**src/rtl/system.sv**
```systemverilog
// Byte-serial 16/16 unsigned restoring divider: four operand bytes in over a
// dataready/readyToAccept handshake, four result bytes out on receiveData pulses.
module system (
  input  logic       clk,
  input  logic       rst,
  input  logic       dataready,
  input  logic [7:0] Data_in,
  input  logic       receiveData,
  output logic [7:0] Data_out,
  output logic       OutBuffFull,
  output logic       error,
  output logic       readyToAccept
);

  typedef enum logic [1:0] {
    IDLE_IN = 2'd0,
    ACK     = 2'd1,
    DIVIDE  = 2'd2,
    OUT     = 2'd3
  } state_t;

  state_t      state_reg, state_next;
  logic [1:0]  cnt_reg, cnt_next;
  logic        error_reg, error_next;
  logic [15:0] rem_reg, quo_reg;
  logic [3:0]  iter_reg;
  logic [7:0]  slot [4];

  logic        capture;
  logic        start_div;
  logic        div_zero;
  logic [15:0] dividend;
  logic [15:0] divisor;
  logic [16:0] rem_shift;
  logic [16:0] trial;

  assign dividend  = {slot[1], slot[0]};
  assign divisor   = {slot[3], slot[2]};
  assign div_zero  = (divisor == 16'd0);
  assign capture   = (state_reg == IDLE_IN) && dataready;
  assign start_div = (state_reg == ACK) && !dataready && (cnt_reg == 2'd3);

  // Operand byte slots, each written only when the shared counter selects it.
  genvar gi;
  generate
    for (gi = 0; gi < 4; gi++) begin : g_slot
      logic [7:0] byte_reg;
      always_ff @(posedge clk) begin
        if (rst) begin
          byte_reg <= 8'h00;
        end else if (capture && (cnt_reg == 2'(gi))) begin
          byte_reg <= Data_in;
        end
      end
      assign slot[gi] = byte_reg;
    end
  endgenerate

  always_ff @(posedge clk) begin
    if (rst) begin
      state_reg <= IDLE_IN;
      cnt_reg   <= 2'd0;
      error_reg <= 1'b0;
    end else begin
      state_reg <= state_next;
      cnt_reg   <= cnt_next;
      error_reg <= error_next;
    end
  end

  always_comb begin
    state_next = state_reg;
    cnt_next   = cnt_reg;
    error_next = error_reg;
    case (state_reg)
      IDLE_IN: begin
        if (dataready) begin
          state_next = ACK;
          error_next = 1'b0;
        end
      end
      ACK: begin
        if (!dataready) begin
          cnt_next   = cnt_reg + 2'd1;
          state_next = (cnt_reg == 2'd3) ? DIVIDE : IDLE_IN;
        end
      end
      DIVIDE: begin
        if (div_zero) begin
          error_next = 1'b1;
          cnt_next   = 2'd0;
          state_next = IDLE_IN;
        end else if (iter_reg == 4'd15) begin
          cnt_next   = 2'd0;
          state_next = OUT;
        end
      end
      OUT: begin
        if (receiveData) begin
          cnt_next = cnt_reg + 2'd1;
          if (cnt_reg == 2'd3) begin
            state_next = IDLE_IN;
          end
        end
      end
      default: state_next = IDLE_IN;
    endcase
  end

  // Shifted remainder never exceeds 2*divisor-1, so a 17-bit trial suffices.
  assign rem_shift = {rem_reg, quo_reg[15]};
  assign trial     = rem_shift - {1'b0, divisor};

  always_ff @(posedge clk) begin
    if (rst) begin
      rem_reg  <= 16'd0;
      quo_reg  <= 16'd0;
      iter_reg <= 4'd0;
    end else if (start_div) begin
      rem_reg  <= 16'd0;
      quo_reg  <= dividend;
      iter_reg <= 4'd0;
    end else if ((state_reg == DIVIDE) && !div_zero) begin
      rem_reg  <= trial[16] ? rem_shift[15:0] : trial[15:0];
      quo_reg  <= {quo_reg[14:0], ~trial[16]};
      iter_reg <= iter_reg + 4'd1;
    end
  end

  always_comb begin
    Data_out = 8'h00;
    if (state_reg == OUT) begin
      case (cnt_reg)
        2'd0:    Data_out = quo_reg[7:0];
        2'd1:    Data_out = quo_reg[15:8];
        2'd2:    Data_out = rem_reg[7:0];
        default: Data_out = rem_reg[15:8];
      endcase
    end
  end

  assign OutBuffFull   = (state_reg == OUT);
  assign readyToAccept = (state_reg == ACK);
  assign error         = error_reg;

endmodule

```
**config.mk**
```make
export PLATFORM = sky130hd
export DESIGN_NAME = system
export DESIGN_NICKNAME = d
export VERILOG_FILES = /design/src/rtl/system.sv
export SDC_FILE = /design/constraint.sdc
export NUM_CORES = 1
export LEC_CHECK = 0
export CAP_MARGIN = 20
export CORE_ASPECT_RATIO = 0.5
export CORE_MARGIN = 2
export CORE_UTILIZATION = 30
export CTS_CLUSTER_DIAMETER = 80
export DETAILED_ROUTE_END_ITERATION = 7
export SETUP_SLACK_MARGIN = 0.05
export SLEW_MARGIN = 5
export SYNTH_ARGS = -nofsm -noshare
export SYNTH_HDL_FRONTEND = slang
export SYNTH_SLANG_ARGS = --single-unit
```
**constraint.sdc**
```tcl
create_clock -name clk -period 5.36 [get_ports clk]
set_clock_uncertainty 0.1 [all_clocks]
set_input_delay 1.608 -clock clk [delete_from_list [all_inputs] [get_ports clk]]
set_output_delay 1.608 -clock clk [all_outputs]
set_load 0.02 [all_outputs]
```
; ---- Word-level counts from Yosys, hierarchy flattened
; Cells that the tools add are included.
[totals]
regBits = 73
[classes]
addsub = 3
eq_ne = 13
n_mux = 21
bitwise_logic = 1
n_reduce_logical = 20
[op_table]
columns = cell, count
row1 = 2-to-1 mux 16 bit, 3
row2 = one-hot mux 8 bit (3 select lines), 1
row3 = 2-to-1 mux 2 bit, 11
row4 = subtractor 17 x 16 -> 17 bit, 1
row5 = logical NOT 16 bit, 1
row6 = equality test 2 bit (second input constant), 4
row7 = logical AND 1 bit, 8
row8 = 2-to-1 mux 8 bit, 1
row9 = inequality test 2 bit (second input constant), 4
row10 = one-hot mux 2 bit (4 select lines), 1
row11 = one-hot mux 2 bit (3 select lines), 1
row12 = AND reduction 5 bit, 1
row13 = adder 4 x 1 -> 4 bit (second input constant), 1
row14 = equality test 2 x 1 -> 1 bit (second input constant), 2
row15 = equality test 4 bit (second input constant), 1
row16 = logical NOT 2 bit, 2
row17 = AND reduction 4 bit, 1
row18 = nonzero test 2 bit, 2
row19 = inequality test 3 bit (second input constant), 1
row20 = AND reduction 3 bit, 1
row21 = nonzero test 3 bit, 1
row22 = adder 2 x 1 -> 2 bit (second input constant), 1
row23 = logical NOT 1 bit, 2
row24 = 2-to-1 mux 1 bit, 2
row25 = 4 further kinds, 4

; ---- Logic depth before layout (Yosys ltp)
[depth]
word_depth = 5
ltp_mapped = 11

; ---- Worst setup path after synthesis
; OpenSTA, ideal clock, no wires.
[synth_path]
kind = register -> output
from = register cnt_reg[1]
to = output port Data_out[0]
arrival_ns = 1.466
t_required_ns = 3.652
slack_ns = 2.186
stages_incl_launch_ff = 6
n_path_buf = 2
path_cell_list = dfxtp_1 -> ha_1 -> clkbuf_1 -> buf_1 -> a21oi_1 -> nor2_1
[synth_between]
elab_chain_cells = 3
word_cells_on_any_way = 5
classes_between = 2 x eq/ne / 2 x mux / 1 x reduce/logical
[synth_rtl]
columns = element, line
row1 = "start, declared", 23  ; logic [1:0] cnt_reg, cnt_next;
row2 = "start signal, assigned", 66  ; cnt_reg <= cnt_next;
row3 = equality test 2 bit (tied with other cells), 133  ; case (cnt_reg)
row4 = one-hot mux 8 bit (3 select lines) (*), 133
row5 = 2-to-1 mux 8 bit (*), 132  ; if (state_reg == OUT) begin
row6 = "end, declared", 9  ; output logic [7:0] Data_out,
; Every way passes the cells marked *; elsewhere a longest branch is shown, timed or not.

; ---- Final worst setup path
[layout_path]
from = register cnt_reg[1]
to = output port Data_out[5]
; The elaborated chain is that of the path after synthesis.

==> out/metrics.csv <==
metric,value,unit
hold_violations,0,
drive_gt1_frac,0.0441,
cp-start-kind,register,
largest_reg_flops,32,
vias,3723,
fillers,1418,
clock_path_buffers,2,
p_leak,1.62,nW
power_density,256,mW/mm²
syn_area_per_cell,7.63,µm²
drc,0,
yosysMostFrequentCell,nand2_1,
fin_crit,4.12,ns
ys_seq_area_frac,0.357,
cp_max_fo,10,
wl_per_cell,15.1,µm
max-cap-violations,0,
clk_pin_slew,0.06,ns
power_frac_seq,0.459,
die_area,0.0147,mm²
clkPwrFrac,0.492,
numCtsBuffers,9,
grt_usage,0.152,
syn_area,0.00410,mm²
antenna_found_initial,0,
period_share,0.768,
p_switching,0.274,mW
boundaryPins,23,
p_int,0.932,mW
grt_max_degree,56,
grt_pass1_wl,17400,µm
crit_arrival,2.41,ns
clkSinkCount,73,
fin_area,0.00472,mm²
min_path_type,reg2reg,
status,"complete, no violations",
critical_path_class,reg2out,
synth_cell_types,48,
cts-resized-gates,0,
gp_congestion,0.778,
rows,30,
synth-edff-count,0,
synth.area.top_cells,"dfxtp_1 36%, a21oi_1 11%, nand2_1 9.0%",
yosysTopAreaCell,dfxtp_1,
via_per_inst,5.17,
syn_nets,571,
root_buffer,clkbuf_16,
rsz0062_at_grt,no,
finalSetupTns,0,ns
power_frac_comb,0.049,
synth_top_area_share,0.357,
antenna_cells,0,
chipHeight,86.6,µm
grt-ovfl-total,0,
cp.required,3.65,ns
worst_pin_slew,0.994,ns
clk-insertion-delay-late,0.33,ns
syn_inst,537,
firstDrtPassIters,5,
layout.nets,573,
final_antenna_net_count,0,
h-tree-depth,3,
place_area,0.00441,mm²
relSlewSlack,0.337,
slew_violations,0,
synth-async-reset-ratio,0,
max_freq,243,MHz
ys.flop_type,dfxtp_1,
port_buffers,22,
cts_setup_buffers,0,
setup_violations,0,
area_growth,15.2,%
ys_warn_count,0,
routed_wl,10900,µm
total_power,1.21,mW
switching_share,0.227,
synth-seq-cells,73,
cp-end-kind,output port,
cts-hold-fix-buffers,0,
detailed_place_hpwl,7980,µm
first_global_vias,3386,
core_area,0.0134,mm²
ir_drop,0.146,mV
initial_core_util,0.305,
hold-worst-slack,0.357,ns
cts_tree,done,
drt_iter0_drc,282,
post-route-util,0.351,
synth_common_cells,"98 x nand2_1, 87 x a21oi_1, 73 x dfxtp_1",
chipWidth,169,µm
-- cell type report --
type / count / area (µm²) / area share
multi-input cells: 407 / 2410 / 0.511
flip-flops and latches: 73 / 1460 / 0.310
repair buffers: 25 / 245 / 0.0520
clock buffers: 10 / 229 / 0.0485
well taps: 176 / 220 / 0.0467
inverters: 23 / 86.3 / 0.0183
clock inverters: 6 / 66.3 / 0.0141
-- placed cells by master (no fill, tap or decap), types with 2 or more instances in the layout --
master           instances
xnor2_1                 10
clkdlybuf4s50_1         21
and2_1                   6
o211ai_1                 4
o31a_1                   2
xor2_1                   5
buf_4                    2
a22oi_1                 16
clkbuf_16                9
a31oi_1                  4
nand3_1                 12
ha_1                    21
or4_1                    4
mux2i_1                 13
a21oi_1                 87
a211oi_1                 4
dfxtp_1                 73
clkinv_2                 2
and3_1                   4
nor3_1                   2
inv_1                   23
nor2_1                  40
nor2b_1                  4
nand2b_1                 7
a222oi_1                 8
or3_1                    5
o21a_1                   3
nor4_1                   4
nand2_1                 98
o21ai_0                 18
nand4_1                  6
nor3b_1                  3
a21o_1                   3
clkinv_4                 2
-- logic make-up after synthesis --
| family | share of synthesized area |
|---|---|
| AND/OR/NAND/NOR | 0.221 |
| adder cells (fa/ha/maj) | 0.0690 |
| flip-flops | 0.357 |
| AO/OA/AOI/OAI | 0.233 |
| multiplexers | 0.0318 |
| XOR/XNOR | 0.0321 |
| buffers and inverters | 0.0559 |
-- metrics by stage --
stage / worst slack, ns / cells
2_1_floorplan: 2.19 / 537
3_3_place_gp: 1.26 / 703
3_5_place_dp: 1.30 / 703
4_1_cts: 1.23 / 719
5_1_grt: 1.09 / 720
6_report: 1.24 / 720
-- power by group through the flow --
stage,logic (mW),clock network [mW],registers (mW)
finish,0.0595,0.593,0.553
global placement,0.0585,0,0.565
floorplan,0.0377,0,0.563
global route,0.0653,0.626,0.554
detailed placement,0.0587,0,0.565
CTS,0.0589,0.606,0.553
-- critical path, stage by stage, from the launching register on --
cell             delay [ns]
dfxtp_1                0.38
inv_1                  0.07
ha_1                   0.31
a222oi_1               0.43
nor2_1                 0.11
a21oi_1                0.17
nor2_1                 0.06
clkdlybuf4s50_1        0.54
-- path summary, 6_finish.rpt --
kind | start | to | slack (ns) | cells after the start
hold reg to reg | g_slot[0].byte_reg[2]$_SDFFE_PP0P_ | g_slot[0].byte_reg[2]$_SDFFE_PP0P_ | 0.36 | 2
setup / recovery | cnt_reg[1]$_SDFFE_PP0P_ | Data_out[5] | 1.24 | 7
setup reg to reg | quo_reg[15]$_SDFFE_PP0P_ | rem_reg[11]$_SDFFE_PP0P_ | 2.15 | 11
hold / removal | g_slot[0].byte_reg[2]$_SDFFE_PP0P_ | g_slot[0].byte_reg[2]$_SDFFE_PP0P_ | 0.36 | 2
-- layer usage --
metal | global-route usage | share of wire | vias to the layer above
li1 | - | - | 1903
met1 | 0.200 | 0.48 | 1715
met2 | 0.255 | 0.46 | 87
met3 | 0.0297 | 0.049 | 18
met4 | 0.0427 | 0.017 | 0
met5 | 0 | 0 | -
(Power assumes the default switching activity.)
